**config.mk**
```make
export PLATFORM = sky130hd
export DESIGN_NAME = boot_ctrl
export DESIGN_NICKNAME = d
export VERILOG_FILES = /design/src/rtl/boot_ctrl_pkg.sv /design/src/rtl/boot_ctrl.sv
export SDC_FILE = /design/constraint.sdc
export NUM_CORES = 1
export LEC_CHECK = 0
export BUFFER_PORTS_ARGS = -buffer_cell sky130_fd_sc_hd__buf_2
export CAP_MARGIN = 20
export CORE_ASPECT_RATIO = 0.7
export CORE_MARGIN = 2
export CORE_UTILIZATION = 55
export CTS_CLUSTER_DIAMETER = 50
export DETAILED_ROUTE_END_ITERATION = 16
export HOLD_SLACK_MARGIN = 0.06
export PLACE_DENSITY = 0.84
export SLEW_MARGIN = 20
export SYNTH_ARGS = -nofsm -noshare
export SYNTH_HDL_FRONTEND = slang
export SYNTH_SLANG_ARGS = --single-unit
```
**constraint.sdc**
```tcl
create_clock -name clk -period 4.65 [get_ports clk]
set_clock_uncertainty 0.05 [all_clocks]
set_input_delay 0.465 -clock clk [delete_from_list [all_inputs] [get_ports clk]]
set_output_delay 0.465 -clock clk [all_outputs]
set_load 0.005 [all_outputs]
```
**src/rtl/boot_ctrl_pkg.sv**
```systemverilog
// Shared types and constants for the boot controller: state encoding,
// default memory depth, address width and full-word write enable.
package boot_ctrl_pkg;
  localparam int         MEM_WORDS_DEF = 32768;
  localparam int         ADDR_W        = 15;
  localparam logic [3:0] WE_ALL        = 4'hF;

  typedef enum logic [2:0] {
    IDLE, LOAD_I, LOAD_D, RUN, HALT, ERR
  } state_t;
endpackage

```
**src/rtl/boot_ctrl.sv**
```systemverilog
// Boot controller: streams an instruction image then a data image into the
// two memories' B ports, releases the CPU from reset, then supervises the run.
module boot_ctrl
  import boot_ctrl_pkg::*;
#(
  parameter int MEM_WORDS = MEM_WORDS_DEF
) (
  input  logic              clk,
  input  logic              reset,
  input  logic              start_i,
  input  logic [15:0]       imem_words_i,
  input  logic [15:0]       dmem_words_i,
  input  logic [31:0]       timeout_i,
  input  logic              s_valid_i,
  output logic              s_ready_o,
  input  logic [31:0]       s_data_i,
  input  logic              s_last_i,
  output logic [ADDR_W-1:0] imem_addr_o,
  output logic [31:0]       imem_din_o,
  output logic              imem_en_o,
  output logic [3:0]        imem_we_o,
  output logic [ADDR_W-1:0] dmem_addr_o,
  output logic [31:0]       dmem_din_o,
  output logic              dmem_en_o,
  output logic [3:0]        dmem_we_o,
  output logic              cpu_reset_o,
  input  logic              stop_i,
  output logic              busy_o,
  output logic              done_o,
  output logic              error_o,
  output logic [31:0]       cycle_cnt_o
);

  state_t      state;
  logic [15:0] icnt, dcnt, idx;
  logic        run_pend;
  logic        hs, start_ok, bad_cnt, last_i, last_d, final_w;
  logic [31:0] cnt_nxt;

  // run_pend covers the one cycle between the final handshake and RUN so
  // the last memory write lands before the CPU leaves reset.
  assign s_ready_o = (state == LOAD_I || state == LOAD_D) && !run_pend;
  assign hs        = s_valid_i && s_ready_o;
  assign start_ok  = start_i && (state == IDLE || state == HALT || state == ERR);
  assign bad_cnt   = (imem_words_i == 16'd0) ||
                     (int'(imem_words_i) > MEM_WORDS) ||
                     (int'(dmem_words_i) > MEM_WORDS);
  assign last_i    = (idx + 16'd1) == icnt;
  assign last_d    = (idx + 16'd1) == dcnt;
  assign final_w   = (state == LOAD_I) ? (last_i && dcnt == 16'd0) : last_d;
  assign cnt_nxt   = (cycle_cnt_o == 32'hFFFF_FFFF) ? cycle_cnt_o : cycle_cnt_o + 32'd1;

  assign cpu_reset_o = (state != RUN);
  assign busy_o      = (state == LOAD_I) || (state == LOAD_D) || (state == RUN);
  assign done_o      = (state == HALT);
  assign error_o     = (state == ERR);

  always_ff @(posedge clk or negedge reset) begin
    if (!reset) begin
      state       <= IDLE;
      icnt        <= '0;
      dcnt        <= '0;
      idx         <= '0;
      run_pend    <= 1'b0;
      cycle_cnt_o <= '0;
      imem_addr_o <= '0;
      imem_din_o  <= '0;
      imem_en_o   <= 1'b0;
      imem_we_o   <= '0;
      dmem_addr_o <= '0;
      dmem_din_o  <= '0;
      dmem_en_o   <= 1'b0;
      dmem_we_o   <= '0;
    end else begin
      imem_en_o <= 1'b0;
      imem_we_o <= '0;
      dmem_en_o <= 1'b0;
      dmem_we_o <= '0;

      // Every accepted word is written, including one that triggers ERR.
      if (hs) begin
        if (state == LOAD_I) begin
          imem_en_o   <= 1'b1;
          imem_we_o   <= WE_ALL;
          imem_addr_o <= idx[ADDR_W-1:0];
          imem_din_o  <= s_data_i;
        end else begin
          dmem_en_o   <= 1'b1;
          dmem_we_o   <= WE_ALL;
          dmem_addr_o <= idx[ADDR_W-1:0];
          dmem_din_o  <= s_data_i;
        end
      end

      if (start_ok) begin
        icnt        <= imem_words_i;
        dcnt        <= dmem_words_i;
        idx         <= '0;
        run_pend    <= 1'b0;
        cycle_cnt_o <= '0;
        state       <= bad_cnt ? ERR : LOAD_I;
      end else begin
        case (state)
          LOAD_I, LOAD_D: begin
            if (run_pend) begin
              run_pend <= 1'b0;
              state    <= RUN;
            end else if (hs) begin
              if (s_last_i != final_w) state <= ERR;
              else if (final_w)        run_pend <= 1'b1;
              else if (state == LOAD_I && last_i) begin
                state <= LOAD_D;
                idx   <= '0;
              end else idx <= idx + 16'd1;
            end
          end
          RUN: begin
            cycle_cnt_o <= cnt_nxt;
            if (stop_i) state <= HALT;
            else if (timeout_i != 32'd0 && cnt_nxt >= timeout_i) state <= ERR;
          end
          default: ;
        endcase
      end
    end
  end

endmodule

```
==> key figures, run 1 <==
Status
  • Status: completed

Synthesis
  • Post-synthesis simple-gate area fraction: 0.233
  • Syn Area/Cell: approximately 9.1 µm²
  • Register bit total from synthesis: 180
  • Synth Area in XOR/XNOR: 0.0597
  • Synth top cells by count: 286 x nand2_1, 180 x dfrtp_1, 53 x mux2_2
  • Async S/R FF share, synth: 1.00
  • Post-synthesis mux area share: 0.0627
  • Mapped Nets: approximately 1300
  • Main combinational cell family by area after synthesis: simple AND/OR/NAND/NOR gates
  • Synth top area share: 0.433
  • EDFF count, synth: 0
  • Seq/Total Area, Yosys: 0.433
  • Ys Warns: 0
  • Mapped Cells: approximately 1100
  • Distinct cells, synth: 75
  • Synth Flop Type: dfrtp_1
  • Post-Synth Adder-Cell Area: 0.0421
  • Syn Std Cell Area: between 10000 and 15000 µm²
  • Compound-Gate Fraction of Synth Area: 0.117
  • Most frequent cell after synthesis: nand2_1
  • Dominant cell type by area after synthesis: dfrtp_1
  • Ranking of synthesized cells by area: dfrtp_1 43%, nand2_1 10%, mux2_2 5.7%

Place
  • Port bufs: around 240
  • Pre-CTS setup slack: approximately 0.36 ns
  • DP Wirelength: around 23 mm
  • Gp weighted congestion: 1.04
  • Placed cells: around 1600
  • Placed Area: approximately 12000 µm²

Critical path
  • CP Max Fanout: 7
  • Critical path required time: slightly below 5 ns
  • Critical Path, Cell by Cell: nand4_1, or4_1, nor4_2, buf_4, a21o_1, buf_4, nor2_1, xor2_1, ha_1, a21oi_1, nor2_1, a211oi_1, o2111ai_1, a21oi_1, o21a_1, a211o_1, mux2_4
  • CP Launch Type: flop
  • Setup CP Type: reg -> reg
  • Critical Path AT: ~4.6 ns
  • Critical path's largest stage delay: between 0.5 and 0.6 ns
  • Worst setup EP type: flop
  • CP max stage cell: or4_1

Run
  • # Max-Cap Violations: 0

STA
  • RSZ-0062 raised after global routing: no
  • Final setup violation count: 0
  • Final max-slew violation count: 0
  • Least-Margin Pin Slew: around 1 ns
  • Final WS setup: around 0.32 ns
  • Final setup TNS: 0 ns
  • Final Cycle Share: 0.932
  • Final Hold Violating Endpoints: 0
  • Max-Slew Margin vs Limit: 0.353
  • Minimum clock period: about 4.3 ns
  • Max Fclk: around 0.23 GHz

Detailed routing
  • ANT nets after route: 0
  • 1st-iter DRT viols: 1241
  • DR vias/cell: roughly 5.9
  • DR WL met3: roughly 3.5 mm
  • WL met1: ~14 mm
  • Avg WL per Cell: around 19 µm
  • DR pass1 iterations: 5
  • Vias: between 9000 and 10000
  • Met2 WL: around 13 mm
  • DRC viols: 0
  • DR top layer: met4
  • Post-Route WL: about 31 mm

GRT
  • Antenna violations before repair: 0
  • Global-route wire length before repair: slightly below 50 mm
  • GR Util All Layers: 0.313
  • Congestion Overflow GR: 0
  • Largest net degree at the start of global routing: ~110
  • Vias in the first global route: roughly 8900

Layout
  • Ratio of cells with drive above 1 in the final layout: 0.281
  • Post-Route Utilization: 0.666
  • Antenna cell count: 0
  • Final net count: about 1500
  • Final non-filler cell total: ~1600
  • P&R area growth vs syn: 19.9%
  • Multi-input logic area: about 5400 µm²
  • Final instance area: around 12000 µm²
  • Filler cells: between 1500 and 2000
  • Register area: around 4500 µm²

Power
  • Clock power share: 0.251
  • P_int: 0.00373 W
  • Worst IR Drop VDD: about 0.00033 V
  • Register share of total power: 0.404
  • Switching Share: 0.390
  • Logic pwr share: 0.346
  • Psw: 0.00238 W
  • Leakage: 6.44 nW
  • Pwr/cell area: around 490 nW/µm²

Hold path
  • HP Class: in -> async

Clocking
  • CTS max path bufs: 2
  • Post-CTS Setup Inserts: 0
  • H-tree depth: 4
  • TritonCTS clock tree: built
  • Hold buffers post-CTS: 0
  • Clk root buf: clkbuf_16
  • CTS buffer count: 17
  • Clk sinks: 180
  • PostCTS Resize Cnt: 0
  • Clk pin slew, worst setup/hold paths: 0.08 ns
  • Worst-skew pair later-pin latency: approximately 0.44 ns

Floorplan
  • Initial core utilization: 0.555
  • Core ar.: 18700 µm²
  • Num rows: 42
  • Die ar.: between 20000 and 25000 µm²
  • Die height: 119 µm
  • Overall die width: roughly 170 µm
  • Io pins: approximately 240
## worst paths after layout
| path | startpoint | end | slack [ns] | depth (start not counted) |
|---|---|---|---|---|
| worst max-delay path | cycle_cnt_o[14] | state[1] | 0.32 | 17 |
| worst min-delay path | reset | cycle_cnt_o[18] | 0.07 | 1 |
| worst max register to register | cycle_cnt_o[14] | state[1] | 0.32 | 17 |
| worst min register to register | imem_din_o[4] | imem_din_o[4] | 0.42 | 2 |
| max in group asynchronous | reset | idx[0] | 3.47 | 2 |
| min in group clk | s_data_i[17] | imem_din_o[17] | 0.17 | 3 |
## logic make-up after synthesis
family | Yosys count
compound gates | 176
xor+xnor | 66
simple gates | 507
flops | 180
mux | 57
buf+inv | 122
fa+ha+maj | 35
## stage by stage
| step | total power (W) | hold slack (ns) |
|---|---|---|
| after CTS | 0.00610 | 0.120 |
| after detailed placement | 0.00456 | 0.406 |
| after global placement | 0.00449 | 0.402 |
| final | 0.00611 | 0.0696 |
| after floorplan | 0.00372 | 0.119 |
| after global routing | 0.00648 | 0.151 |
## registers in the layout, indices dropped and copies added, names as in the netlist
| register | flops |
|---|---|
| icnt | 16 |
| imem_we_o | 1 |
| state | 3 |
| dmem_addr_o | 15 |
| idx | 16 |
| imem_addr_o | 15 |
| dcnt | 16 |
| dmem_we_o | 1 |
| imem_din_o | 32 |
| cycle_cnt_o | 32 |
| dmem_din_o | 32 |
| run_pend | 1 |
## layer usage
metal | up-vias | track usage
li1 | 4427 | -
met1 | 4607 | 0.489
met2 | 503 | 0.438
met3 | 29 | 0.0801
met4 | 0 | 0.0641
met5 | - | 0
## layout make-up
| cell class | count | share of cell area |
|---|---|---|
| Clock buffer | 17 | 0.0341 |
| Clock inverter | 15 | 0.0170 |
| Inverter | 46 | 0.0139 |
| Multi-Input combinational cell | 841 | 0.431 |
| Sequential cell | 180 | 0.362 |
| Tap cell | 242 | 0.0243 |
| Timing Repair Buffer | 275 | 0.119 |
## power by group through the flow
| stage | logic [W] | registers [W] | clock network (W) |
|---|---|---|---|
| after global placement | 0.00204 | 0.00245 | 0 |
| after floorplan | 0.00136 | 0.00236 | 0 |
| after detailed placement | 0.00209 | 0.00248 | 0 |
| after global routing | 0.00235 | 0.00252 | 0.00161 |
| final | 0.00211 | 0.00247 | 0.00153 |
| after CTS | 0.00210 | 0.00245 | 0.00155 |
## critical path, delay by kind of cell, from the launching register on
kind            cells  cell delay, ns
compound gates      7            1.51
xor+xnor            1            0.20
fa+ha+maj           1            0.29
buf+inv             2            0.33
flops               1            0.50
mux                 1            0.31
simple gates        5            1.05
## cell usage in the layout, fill, tap and decap left out, types with 11 or more instances in the layout
master / Yosys / final
a22o_1: 17 / 17
buf_4: 12 / 32
nand3_1: 33 / 33
a211oi_1: 13 / 13
nand2_1: 286 / 286
nand4_1: 29 / 29
nor3_1: 13 / 13
mux2_2: 53 / 53
buf_2: 17 / 241
nor4_1: 28 / 28
inv_1: 43 / 43
a21oi_1: 23 / 23
o21ai_0: 38 / 38
clkbuf_16: 0 / 17
xor2_1: 26 / 26
xnor2_1: 37 / 37
nor2_1: 43 / 42
and3_1: 15 / 15
dfrtp_1: 180 / 179
ha_1: 35 / 34
a21o_1: 11 / 11
Power figures use the tool's default switching activity.
==> run 2, diff against run 1 <==
--- a/config.mk
+++ b/config.mk
@@ -5,15 +5,15 @@
 export SDC_FILE = /design/constraint.sdc
 export NUM_CORES = 1
 export LEC_CHECK = 0
-export BUFFER_PORTS_ARGS = -buffer_cell sky130_fd_sc_hd__buf_2
 export CAP_MARGIN = 20
 export CORE_ASPECT_RATIO = 0.7
 export CORE_MARGIN = 2
-export CORE_UTILIZATION = 55
+export CORE_UTILIZATION = 25
 export CTS_CLUSTER_DIAMETER = 50
 export DETAILED_ROUTE_END_ITERATION = 16
+export DONT_BUFFER_PORTS = 1
 export HOLD_SLACK_MARGIN = 0.06
-export PLACE_DENSITY = 0.84
+export PLACE_DENSITY = 0.41
 export SLEW_MARGIN = 20
 export SYNTH_ARGS = -nofsm -noshare
 export SYNTH_HDL_FRONTEND = slang
==> run 2 against run 1 <==
  * The flow now finishes with violations (negative hold slack)
  * Core utilization fell by 37 points
  * Maximum frequency fell by 0.19%
  * Sequential power rose by 4%
  * Clock power barely moved
  * First-iteration DRC count fell by 50%
  * Non-clock buffer count fell by 164
  * Critical path depth did not move
  * Worst setup slack got worse by 0.0083 ns
==> key figures, run 2 (synthesis results as in run 1) <==
GRT
  • Congestion Overflow GR: 0
  • Global-route wire length before repair: between 50 and 60 mm
  • GR Util All Layers: 0.166
  • Antenna violations before repair: 0
  • Largest net degree at the start of global routing: between 150 and 200
  • Vias in the first global route: ~8500

STA
  • Max Fclk: between 0.2 and 0.25 GHz
  • Final Hold Violating Endpoints: 180
  • Final Cycle Share: 0.933
  • Max-Slew Margin vs Limit: 0.432
  • Min Hold Slack: -0.308 ns
  • Minimum clock period: roughly 4.3 ns
  • Final setup violation count: 0
  • RSZ-0062 raised after global routing: no
  • Final setup TNS: 0 ns
  • Least-Margin Pin Slew: between 0.8 and 0.9 ns
  • Final max-slew violation count: 0

Status
  • Failing checks: negative hold slack
  • Status: finished with violations

Clocking
  • CTS buffer count: 17
  • Post-CTS Setup Inserts: 0
  • Clk pin slew, worst setup/hold paths: around 0.070 ns
  • TritonCTS clock tree: built
  • Worst-skew pair later-pin latency: 0.46 ns
  • Clk sinks: 180
  • H-tree depth: 4
  • CTS max path bufs: 2
  • Clk root buf: clkbuf_16

Critical path
  • CP Max Fanout: 6
  • CP max stage cell: or4_1
  • Bufs and invs on worst path: 2
  • CP Launch Type: flop
  • Critical Path AT: ~4.6 ns
  • Setup CP Type: reg -> reg
  • Critical Path, Cell by Cell: nand3_1, or4_1, nor4_2, buf_4, a21o_2, buf_4, nor2_1, xor2_1, ha_1, a21oi_1, nor2_1, a211oi_1, o2111ai_1, a21oi_1, o21a_1, a211o_1, mux2_4
  • Crit-path leading delay family: compound AO/OA/AOI/OAI gates
  • Critical path required time: ~4.9 ns
  • Critical path's largest stage delay: about 0.60 ns
  • Worst setup EP type: flop

Power
  • Logic pwr share: 0.298
  • Clock power share: 0.261
  • Pwr/cell area: around 470 nW/µm²
  • Switching Share: 0.379
  • Psw: 0.00221 W
  • Register share of total power: 0.440
  • Tot Pwr: a little under 0.006 W
  • P_int: around 0.0036 W
  • Leakage: approximately 5.7 nW
  • Worst IR Drop VDD: ~0.00032 V

Hold path
  • HP Class: in -> async

Detailed routing
  • Avg WL per Cell: a little over 20 µm
  • Vias: about 8600
  • Post-Route WL: around 35 mm
  • 1st-iter DRT viols: ~630
  • DR vias/cell: ~5
  • DR pass1 iterations: 5
  • ANT nets after route: 0
  • DRC viols: 0

Layout
  • Post-Route Utilization: 0.300
  • P&R area growth vs syn: 18.6%
  • Biggest regs: cycle_cnt_o (32), dmem_din_o (32), imem_din_o (32)
  • Ratio of cells with drive above 1 in the final layout: 0.134
  • Most common cell after layout, fill and taps aside: nand2_1
  • Final net count: around 1300
  • Antenna cell count: 0
  • Most frequent cells in the layout: 286 x nand2_1, 179 x dfrtp_1, 62 x dlygate4sd3_1
  • Filler cells: 4338

Floorplan
  • Overall die width: roughly 250 µm
  • Die height: 175 µm
  • Initial core utilization: 0.253
  • Core ar.: 41000 µm²
  • Die ar.: around 43000 µm²
  • Num rows: 62
  • Io pins: between 200 and 250

Place
  • Gp weighted congestion: just under 0.9
  • Port bufs: 0
  • DP Wirelength: roughly 25 mm

Run
  • # Max-Cap Violations: 0
==> run 2: cell count changes in the layout (fill, tap and decap cells not counted), moves of 3 or more <==
cell           before  now
buf_4              32   49
inv_6               2    5
clkbuf_8            0    3
dlygate4sd3_1       0   62
inv_12              5    0
buf_2             241    0
clkinv_8            5    0
==> run 2: repair_timing <==
action	4_1_cts	5_1_grt
hold endpoints to repair	237	185
endpoints found under the setup margin	0	3
hold buffers	57	5
gates resized for setup	0	4
==> run 2: power by group through the flow <==
stage / clock, W / combinational, W / sequential (W)
after floorplan: 0 / 0.00136 / 0.00236
after global placement: 0 / 0.00169 / 0.00262
after detailed placement: 0 / 0.00170 / 0.00261
after CTS: 0.00159 / 0.00175 / 0.00258
after global routing: 0.00166 / 0.00196 / 0.00264
final: 0.00153 / 0.00174 / 0.00257
==> run 2: path summary, 6_finish.rpt <==
| kind | from | end | slack (ns) | depth (start not counted) |
|---|---|---|---|---|
| min in group clk | s_data_i[6] | dmem_din_o[6] | 0.10 | 1 |
| setup / recovery | cycle_cnt_o[12] | state[1] | 0.31 | 17 |
| hold reg to reg | imem_din_o[14] | imem_din_o[14] | 0.46 | 2 |
| setup reg to reg | cycle_cnt_o[12] | state[1] | 0.31 | 17 |
| hold / removal | reset | icnt[15] | -0.31 | 0 |
| max in group asynchronous | reset | dmem_din_o[19] | 4.40 | 0 |
==> run 2: layer usage <==
| layer | wire length, µm | GRT usage | share of wire |
|---|---|---|---|
| met2 | 15600 | 0.241 | 0.44 |
| met1 | 17400 | 0.248 | 0.49 |
| met3 | 1810 | 0.0364 | 0.051 |
| met5 | 0 | 0 | 0 |
| met4 | 443 | 0.0384 | 0.013 |
==> run 2: metrics by stage <==
step	setup WS, ns	instances	cell area (µm²)
final	0.310	1754	12300
after global routing	0.0757	1754	12300
after CTS	0.157	1749	12300
after detailed placement	0.174	1660	11100
after global placement	0.150	1660	11100
after floorplan	0.782	1143	10400
==> run 2: final cells by class <==
class | count | area (µm²) | share of cell area
clock inverters | 12 | 140 | 0.0114
multi-input cells | 841 | 5370 | 0.436
flip-flops and latches | 180 | 4510 | 0.366
clock buffers | 20 | 467 | 0.0379
well taps | 544 | 681 | 0.0552
inverters | 46 | 173 | 0.0140
repair buffers | 111 | 988 | 0.0802
==> run 2: worst register-to-register path, cell delays in order (launching register included) <==
cell and delay (ns):
dfrtp_2 0.42, nand3_1 0.18, or4_1 0.61, nor4_2 0.18, buf_4 0.20, a21o_2 0.23
buf_4 0.13, nor2_1 0.03, xor2_1 0.19, ha_1 0.28, a21oi_1 0.16, nor2_1 0.06
a211oi_1 0.37, o2111ai_1 0.23, a21oi_1 0.26, o21a_1 0.15, a211o_1 0.20, mux2_4 0.32
==> run 3, diff against run 2 <==
--- a/config.mk
+++ b/config.mk
@@ -5,7 +5,7 @@
 export SDC_FILE = /design/constraint.sdc
 export NUM_CORES = 1
 export LEC_CHECK = 0
-export CAP_MARGIN = 20
+export ABC_AREA = 1
 export CORE_ASPECT_RATIO = 0.7
 export CORE_MARGIN = 2
 export CORE_UTILIZATION = 25
==> run 3 against run 2 <==
  * The flow now finishes without violations
  * Clock power shrank 3%
  * Non-clock buffer count down 90
  * Wire length decreased by 0.88%
  * Critical path depth increased by 6
  * Register-to-register slack improved by 0.29 ns
  * Area after synthesis decreased by 0.69%
  * Count of clock-buffer cells in the layout is 1 higher
  * Global-route usage is 0.14 points lower
  * Synthesized cell count is 19% higher
  * Critical endpoint is now state[2]
  * Largest power group unchanged
==> key figures, run 3 <==
Layout
  • Most common cell after layout, fill and taps aside: nand2_1
  • Most frequent cells in the layout: 372 x nand2_1, 182 x inv_1, 180 x dfrtp_1
  • Final net count: ~1500
  • P&R area growth vs syn: 12.0%
  • Biggest regs: cycle_cnt_o (32), dmem_din_o (32), imem_din_o (32)
  • Ratio of cells with drive above 1 in the final layout: 0.0647
  • Final non-filler cell total: approximately 1900
  • Final instance area: about 12000 µm²

Detailed routing
  • WL met1: 18.0 mm
  • 1st-iter DRT viols: between 600 and 700
  • Vias: between 8000 and 9000
  • DR vias/cell: ~4.6
  • DR pass1 iterations: 5
  • DR top layer: met4
  • ANT nets after route: 0
  • DR WL met3: 3.04 mm
  • Met2 WL: about 14 mm
  • DRC viols: 0
  • Avg WL per Cell: approximately 18 µm
  • Post-Route WL: around 35 mm

Critical path
  • CP Max Fanout: 24
  • Setup CP Type: reg -> reg
  • Critical path required time: roughly 5.0 ns
  • Worst setup EP type: flop
  • Critical Path AT: 4.40 ns
  • CP Launch Type: flop
  • R2R depth: 23

Place
  • DP Wirelength: 26.2 mm
  • Placed Area: 10800 µm²
  • Placed cells: between 1500 and 2000
  • Pre-CTS setup slack: around 0.63 ns
  • Gp weighted congestion: about 0.90
  • Port bufs: 0

GRT
  • Congestion Overflow GR: 0
  • GR Util All Layers: 0.164
  • Antenna violations before repair: 1
  • Global-route wire length before repair: about 53 mm
  • Vias in the first global route: around 8500
  • Largest net degree at the start of global routing: roughly 180

STA
  • Max-Slew Margin vs Limit: 0.344
  • RSZ-0062 raised after global routing: no
  • Final Hold Violating Endpoints: 0
  • Least-Margin Pin Slew: a little under 1 ns
  • Final Cycle Share: 0.872
  • Final WS setup: between 0.5 and 0.6 ns
  • Final max-slew violation count: 0
  • Final setup violation count: 0
  • Final setup TNS: 0 ns
  • Minimum clock period: slightly above 4 ns
  • Max Fclk: ~0.25 GHz

Status
  • Status: completed

Floorplan
  • Die height: about 170 µm
  • Num rows: 62
  • Core ar.: roughly 41000 µm²
  • Overall die width: approximately 250 µm
  • Initial core utilization: 0.252
  • Io pins: between 200 and 250
  • Die ar.: about 43000 µm²

Hold path
  • Hold Path Depth: 2
  • HP Class: in -> reg

Synthesis
  • Seq/Total Area, Yosys: 0.436
  • Async S/R FF share, synth: 1.00
  • Mapped Cells: between 1000 and 1500
  • Mapped Nets: 1497
  • Ys Warns: 0
  • Synth top cells by count: 374 x nand2_1, 182 x inv_1, 180 x dfrtp_1
  • Most frequent cell after synthesis: nand2_1
  • Dominant cell type by area after synthesis: dfrtp_1
  • Syn Area/Cell: 7.59 µm²
  • EDFF count, synth: 0
  • Syn Std Cell Area: roughly 10000 µm²
  • Synth Flop Type: dfrtp_1
  • Ranking of synthesized cells by area: dfrtp_1 44%, nand2_1 14%, o21ai_0 8.2%
  • Distinct cells, synth: 39
  • Register bit total from synthesis: 180
  • Synth top area share: 0.436

Clocking
  • TritonCTS clock tree: built
  • CTS buffer count: 17
  • Worst-skew pair later-pin latency: 0.47 ns
  • CTS max path bufs: 2
  • Clk root buf: clkbuf_16
  • Clk sinks: between 150 and 200
  • H-tree depth: 4
  • Clk pin slew, worst setup/hold paths: about 0.080 ns
  • PostCTS Resize Cnt: 0

Run
  • # Max-Cap Violations: 0

Power
  • Pwr/cell area: between 400 and 500 nW/µm²
  • Leakage: ~5.6 nW
  • Tot Pwr: between 0.005 and 0.006 W
  • Worst IR Drop VDD: about 0.00026 V
run 3: cell count changes in the layout (fill, tap and decap cells not counted), sizes merged, moves of 42 or more:
cell,before,now
nand2,286,395
o21ai,44,170
dlygate4sd3,62,14
nor2,44,87
mux2,56,0
buf,49,7
inv,48,196
run 3: layout make-up:
type / count / area (µm²)
diodes: 1 / 2.50
repair buffers: 21 / 213
fillers: 4441 / 29300
inverters: 189 / 709
well taps: 544 / 681
multi-input cells: 938 / 4870
clock inverters: 11 / 109
clock buffers: 21 / 470
flip-flops and latches: 180 / 4500
run 3: worst max-delay path: stages (launching register included):
cell	delay [ns]
dfrtp_1	0.50
ha_1	0.33
nand3_1	0.22
nor4_1	0.35
inv_1	0.14
nor2_1	0.18
nand2_1	0.23
buf_4	0.30
o21ai_0	0.25
inv_1	0.07
ha_1	0.28
a21oi_1	0.15
nor2_1	0.06
o21ai_0	0.14
nand2_1	0.06
nand2_1	0.05
nand2_1	0.05
nand2_1	0.06
nand3_1	0.06
nand2_1	0.06
nand2_1	0.10
nand3_1	0.14
nand2_1	0.07
nand2_1	0.06
run 3: worst paths after layout:
path / start / end / slack (ns)
worst max-delay path: cycle_cnt_o[1] / state[2] / 0.60
worst min-delay path: dmem_words_i[3] / dcnt[3] / 0.1
worst max register to register: cycle_cnt_o[1] / state[2] / 0.60
worst min register to register: dmem_din_o[30] / dmem_din_o[30] / 0.46
max in group asynchronous: reset / dcnt[12] / 3.15
min in group asynchronous: reset / imem_din_o[17] / 0.66
run 3: layer usage:
| layer | up-vias | GRT usage |
|---|---|---|
| li1 | 4365 | - |
| met1 | 4140 | 0.256 |
| met2 | 281 | 0.215 |
| met3 | 18 | 0.0523 |
| met4 | 0 | 0.0331 |
| met5 | - | 0 |
run 3: cell families (layout without fill, tap and decap cells):
group	Yosys count	after routing	share of synthesized area
flops	180	180	0.436
other cells	0	1	0
fa+ha+maj	35	35	0.0424
compound gates	212	212	0.105
xor+xnor	39	39	0.0352
buf+inv	242	242	0.0934
simple gates	652	652	0.288
run 3: through the flow:
| step | util | hold slack (ns) |
|---|---|---|
| after global routing | 0.283 | 0.0720 |
| after detailed placement | 0.264 | 0.124 |
| after CTS | 0.282 | -0.400 |
| final | 0.283 | 0.0967 |
| after global placement | 0.264 | 0.124 |
| after floorplan | - | 0.119 |
run 3: what timing repair did:
action / in CTS / in global routing
buffers inserted: 0 / 0
endpoints found under the hold margin: 193 / 180
endpoints found under the setup margin: 0 / 0
hold buffers: 13 / 2
run 3: report_power, final:
group / total, W / internal [W] / leakage, nW / switching (W)
combinational: 0.00143 / 0.000452 / 2.95 / 0.000983
clock: 0.00149 / 0.000753 / 0.286 / 0.000735
sequential: 0.00242 / 0.00201 / 2.37 / 0.000408
